--- src/rtl/alu_operand_gate.sv ---
// alu_operand_gate: registered operand gate with a small FIFO between the
// operand source and the ALU datapath.
// Optional statistics counters are enabled with `define ALU_OPERAND_GATE_STATS_EN.
module alu_operand_gate #(
    parameter int WIDTH     = 4,
    parameter int DEPTH     = 2,
    parameter int HOLD_MODE = 0
) (
    input  logic             clk,
    input  logic             rst_n,
    input  logic             in_valid,
    output logic             in_ready,
    input  logic             e,
    input  logic [WIDTH-1:0] a,
    input  logic [WIDTH-1:0] b,
    output logic             out_valid,
    input  logic             out_ready,
    output logic [WIDTH-1:0] c,
    output logic [WIDTH-1:0] d,
    output logic             gated
`ifdef ALU_OPERAND_GATE_STATS_EN
    ,
    output logic [15:0]      xfer_cnt,
    output logic [15:0]      gated_cnt
`endif
);

    localparam int AW = $clog2(DEPTH);
    localparam int CW = $clog2(DEPTH + 1);
    localparam logic [CW-1:0] DEPTH_C = CW'(DEPTH);

    logic [WIDTH-1:0] mem_a_r [DEPTH];
    logic [WIDTH-1:0] mem_b_r [DEPTH];
    logic             mem_g_r [DEPTH];
    logic [AW-1:0]    wr_ptr_r;
    logic [AW-1:0]    rd_ptr_r;
    logic [CW-1:0]    count_r;
    logic [WIDTH-1:0] hold_a_r;
    logic [WIDTH-1:0] hold_b_r;
    logic             in_ready_r;
    logic             out_valid_r;
    logic [WIDTH-1:0] c_r;
    logic [WIDTH-1:0] d_r;
    logic             gated_r;

    logic             push_s;
    logic             pop_s;
    logic [WIDTH-1:0] wr_a_s;
    logic [WIDTH-1:0] wr_b_s;
    logic             wr_g_s;
    logic [AW-1:0]    wr_next_s;
    logic [AW-1:0]    rd_next_s;
    logic [CW-1:0]    count_next_s;
    logic [WIDTH-1:0] head_a_s;
    logic [WIDTH-1:0] head_b_s;
    logic             head_g_s;

    // Handshake qualification, gating of the incoming pair and next-state FIFO bookkeeping.
    always_comb begin
        push_s = in_valid && in_ready_r;
        pop_s  = out_valid_r && out_ready;

        if (e) begin
            wr_a_s = a;
            wr_b_s = b;
        end else if (HOLD_MODE != 0) begin
            wr_a_s = hold_a_r;
            wr_b_s = hold_b_r;
        end else begin
            wr_a_s = {WIDTH{1'b0}};
            wr_b_s = {WIDTH{1'b0}};
        end
        wr_g_s = ~e;

        // Pointers are AW bits wide and DEPTH is a power of two, so they wrap naturally.
        wr_next_s = push_s ? (wr_ptr_r + AW'(1)) : wr_ptr_r;
        rd_next_s = pop_s  ? (rd_ptr_r + AW'(1)) : rd_ptr_r;

        case ({push_s, pop_s})
            2'b10:   count_next_s = count_r + CW'(1);
            2'b01:   count_next_s = count_r - CW'(1);
            default: count_next_s = count_r;
        endcase

        // Head after this edge: empty -> zeros; the pair being written lands at the head
        // only when nothing older remains; otherwise read the stored entry.
        if (count_next_s == CW'(0)) begin
            head_a_s = {WIDTH{1'b0}};
            head_b_s = {WIDTH{1'b0}};
            head_g_s = 1'b0;
        end else if (push_s && (wr_ptr_r == rd_next_s)) begin
            head_a_s = wr_a_s;
            head_b_s = wr_b_s;
            head_g_s = wr_g_s;
        end else begin
            head_a_s = mem_a_r[rd_next_s];
            head_b_s = mem_b_r[rd_next_s];
            head_g_s = mem_g_r[rd_next_s];
        end
    end

    // FIFO storage written at the tail on every accepted push.
    always_ff @(posedge clk or negedge rst_n) begin
        if (!rst_n) begin
            for (int i = 0; i < DEPTH; i++) begin
                mem_a_r[i] <= {WIDTH{1'b0}};
                mem_b_r[i] <= {WIDTH{1'b0}};
                mem_g_r[i] <= 1'b0;
            end
        end else if (push_s) begin
            mem_a_r[wr_ptr_r] <= wr_a_s;
            mem_b_r[wr_ptr_r] <= wr_b_s;
            mem_g_r[wr_ptr_r] <= wr_g_s;
        end
    end

    // Pointers, occupancy and registered handshake/output view of the head entry.
    always_ff @(posedge clk or negedge rst_n) begin
        if (!rst_n) begin
            wr_ptr_r    <= {AW{1'b0}};
            rd_ptr_r    <= {AW{1'b0}};
            count_r     <= {CW{1'b0}};
            in_ready_r  <= 1'b0;
            out_valid_r <= 1'b0;
            c_r         <= {WIDTH{1'b0}};
            d_r         <= {WIDTH{1'b0}};
            gated_r     <= 1'b0;
        end else begin
            wr_ptr_r    <= wr_next_s;
            rd_ptr_r    <= rd_next_s;
            count_r     <= count_next_s;
            in_ready_r  <= (count_next_s < DEPTH_C);
            out_valid_r <= (count_next_s != CW'(0));
            c_r         <= head_a_s;
            d_r         <= head_b_s;
            gated_r     <= head_g_s;
        end
    end

    // Hold register tracks the most recent enabled pair in push order.
    always_ff @(posedge clk or negedge rst_n) begin
        if (!rst_n) begin
            hold_a_r <= {WIDTH{1'b0}};
            hold_b_r <= {WIDTH{1'b0}};
        end else if (push_s && e && (HOLD_MODE != 0)) begin
            hold_a_r <= a;
            hold_b_r <= b;
        end
    end

`ifdef ALU_OPERAND_GATE_STATS_EN
    logic [15:0] xfer_cnt_r;
    logic [15:0] gated_cnt_r;

    // Saturating pop counters; gated_r is the gated bit of the entry being popped.
    always_ff @(posedge clk or negedge rst_n) begin
        if (!rst_n) begin
            xfer_cnt_r  <= 16'h0000;
            gated_cnt_r <= 16'h0000;
        end else if (pop_s) begin
            if (xfer_cnt_r != 16'hFFFF) begin
                xfer_cnt_r <= xfer_cnt_r + 16'h0001;
            end
            if (gated_r && (gated_cnt_r != 16'hFFFF)) begin
                gated_cnt_r <= gated_cnt_r + 16'h0001;
            end
        end
    end

    assign xfer_cnt  = xfer_cnt_r;
    assign gated_cnt = gated_cnt_r;
`endif

    assign in_ready  = in_ready_r;
    assign out_valid = out_valid_r;
    assign c         = c_r;
    assign d         = d_r;
    assign gated     = gated_r;

endmodule

--- config.mk ---
export PLATFORM = sky130hd
export DESIGN_NAME = alu_operand_gate
export DESIGN_NICKNAME = d
export VERILOG_FILES = /design/src/rtl/alu_operand_gate.sv
export SDC_FILE = /design/constraint.sdc
export NUM_CORES = 1
export LEC_CHECK = 0
export CORE_UTILIZATION = 35
export CTS_BUF_LIST = sky130_fd_sc_hd__clkbuf_8
export DETAILED_ROUTE_END_ITERATION = 10
export GPL_ROUTABILITY_DRIVEN = 0
export PLACE_DENSITY = 0.66
export SKIP_CTS_REPAIR_TIMING = 1
export SKIP_LAST_GASP = 1
export SLEW_MARGIN = 40
export SYNTH_ARGS = -nofsm -noshare
export SYNTH_HDL_FRONTEND = slang
export SYNTH_SLANG_ARGS = --single-unit
export TNS_END_PERCENT = 30
--- constraint.sdc ---
create_clock -name clk -period 2.5 [get_ports clk]
set_clock_uncertainty 0.05 [all_clocks]
set_input_delay 0.25 -clock clk [delete_from_list [all_inputs] [get_ports clk]]
set_output_delay 0.25 -clock clk [all_outputs]
set_load 0.005 [all_outputs]
==> flow_metrics.tcl <==
set metrics [dict create \
    cts_buffer_depth 2 \
    io_pins 24 \
    synth_area_leaders "dfrtp_1 (55%), nand2_1 (7.5%), o21ai_0 (6.3%)" \
    synth-edff-count 0 \
    hold_class "input port to async pin" \
    p_leak_nw 0.823 \
    numCtsBuffers 5 \
    drv_slew 0 \
    finalSetupViolCount 0 \
    chipWidth_um 67.6 \
    worstPathRequired_ns 2.63 \
    crit_fanout 10 \
    worstRegToRegCells 6 \
    power_density_nw_per_um2 1230 \
    ys_async_sr_fraction 1.00 \
    top_usage_layer "met2" \
    synth_top_cell_area_share 0.549 \
    finalCritPeriodShare 0.724 \
    grt_start_max_net_pins 34 \
    fillers 367 \
    hold-worst-slack_ns 0.300 \
    first_pass_iters 4 \
    clkSlewWorstSetupHoldPaths_ns 0.07 \
    worst_pin_slew_ns 0.767 \
    syn_area_um2 1510 \
    seq_area_frac_synth 0.549 \
    grt_pass1_wl_um 5680 \
    maxCapViolations 0 \
    synth_common_cells "dfrtp_1 (33), nand2_1 (30), o21ai_0 (19), clkbuf_1 (9)" \
    wirelength_um 3350 \
    cp-start-kind "input port" \
    syn_area_per_cell_um2 9.71 \
    hold_viol 0 \
    via_count 1220 \
    path_class "input port to flop" \
    fin_nets 190 \
    area_delta_synth_final_pct 22.9 \
    ctsRootBufferMaster "clkbuf_8" \
    track_usage 0.173 \
    outcome "completed" \
    grt_util_met2 0.275 \
    h-tree-depth 2 \
    n_antenna_cell 0 \
    fin_crit_ns 1.81 \
    drive_gt1_frac 0.0734 \
    ys_ff_latch 33 \
    ant_nets 0 \
    dieArea_um2 4570 \
    wl_per_cell_um 14.8 \
    hpwl_um 2190 \
    grt_pass1_vias 1212 \
    use_met3 0.0439 \
    fmax_mhz 552 \
    use_met1 0.222 \
    drc 0 \
    cp-end-kind "flop" \
    antenna_found_initial 0 \
    num_rows 23 \
    worst_slack_ns 0.689 \
    worstPathArrival_ns 1.94 \
    ys.flop_type "dfrtp_1" \
    yosysMostFrequentCell "dfrtp_1" \
    cts_tree "done" \
    initial_core_util 0.371 \
    ys_types 29 \
    cts_sinks 33 \
    synthesis.nets 169 \
    synthCells 155 \
    insertion_delay_ns 0.29 \
    drt_iter0_drc 78 \
    dieHeight_um 67.6 \
    synth_top_area_cell "dfrtp_1" \
    synth_warnings 0 \
    ir_worst_vdd_mv 0.485 \
    relSlewSlack 0.489 \
    grt-ovfl-total 0 \
    rsz0062_at_grt "no" \
    place_ws_ns 0.401 \
    port_buffers 23 \
    final.setup.tns_ns 0 \
    core-area_um2 4060 \
    via_per_inst 5.37 \
]
[logic make-up (layout without fill, tap and decap cells)]
group / count (synthesis) / in the layout / share of synthesized area
compound gates: 47 / 47 / 0.190
xor+xnor: 5 / 5 / 0.0391
fa+ha+maj: 1 / 1 / 0.00831
buf+inv: 14 / 36 / 0.0399
flops: 33 / 33 / 0.549
simple gates: 55 / 55 / 0.174
[where the power goes]
group	leakage, nW	total, mW	internal (mW)	switching, mW
combinational	0.356	0.976	0.438	0.537
sequential	0.423	0.905	0.771	0.134
clock	0.0439	0.392	0.192	0.200
[stage by stage]
step / std cells / instance area, um2 / total power [mW] / utilization
3_5_place_dp: 219 / 1760 / 1.89 / 0.435
2_1_floorplan: 155 / 1510 / 1.61 / -
3_3_place_gp: 219 / 1760 / 1.84 / 0.435
4_1_cts: 227 / 1850 / 2.28 / 0.456
5_1_grt: 227 / 1850 / 2.46 / 0.456
6_report: 227 / 1850 / 2.27 / 0.456
[state kept, by name (all words and copies together) (netlist names)]
signal,flops
mem_a_r,8
mem_b_r,8
c,4
d,4
count_r,2
mem_g_r,2
gated,1
in_ready,1
out_valid,1
rd_ptr_r,1
wr_ptr_r,1
[worst max-delay path: stages]
cell	delay, ns
clkdlybuf4s50_1	0.46
and2_1	0.14
inv_1	0.06
ha_1	0.23
xnor2_1	0.18
nor2_1	0.06
a21o_1	0.30
a311oi_1	0.26
[final cells by class]
| cell class | instances | area (um2) | share of cell area |
|---|---|---|---|
| clock buffers | 5 | 68.8 | 0.0372 |
| multi-input cells | 108 | 619 | 0.335 |
| inverters | 3 | 11.3 | 0.00609 |
| flip-flops and latches | 33 | 826 | 0.446 |
| well taps | 50 | 62.6 | 0.0338 |
| clock inverters | 3 | 17.5 | 0.00947 |
| repair buffers | 25 | 245 | 0.133 |
[per-layer routing]
layer	share of wire	vias up	wire [um]
met3	0.077	2	258
met5	0	-	0
li1	-	588	-
met2	0.49	53	1630
met1	0.43	577	1450
met4	0.0033	0	11
[path summary, 6_finish.rpt]
kind	from	to	slack, ns
setup / recovery	in_valid	gated$_DFF_PN0_	0.69
hold / removal	rst_n	mem_a_r[3]$_DFFE_PN0P_	0.30
setup reg to reg	out_valid$_DFF_PN0_	gated$_DFF_PN0_	0.73
hold reg to reg	mem_g_r[1]$_DFFE_PN0P_	mem_g_r[1]$_DFFE_PN0P_	0.43
max in group asynchronous	rst_n	mem_b_r[1]$_DFFE_PN0P_	1.80
min in group clk	mem_g_r[1]$_DFFE_PN0P_	mem_g_r[1]$_DFFE_PN0P_	0.43
[cells in the final DEF (no fill, tap or decap), types with 2 or more instances in the layout]
| cell | Yosys | routed |
|---|---|---|
| nand2_1 | 30 | 30 |
| clkinv_2 | 0 | 2 |
| nand4_1 | 8 | 8 |
| o21ai_0 | 19 | 19 |
| o21ai_1 | 7 | 7 |
| inv_1 | 3 | 3 |
| a21oi_1 | 7 | 7 |
| nand3_1 | 8 | 8 |
| a22o_1 | 8 | 8 |
| clkdlybuf4s50_1 | 0 | 23 |
| dfrtp_1 | 33 | 33 |
| xnor2_1 | 4 | 4 |
| nor2_1 | 2 | 2 |
| clkbuf_8 | 0 | 5 |
| buf_4 | 0 | 2 |
(Power assumes the default switching activity.)
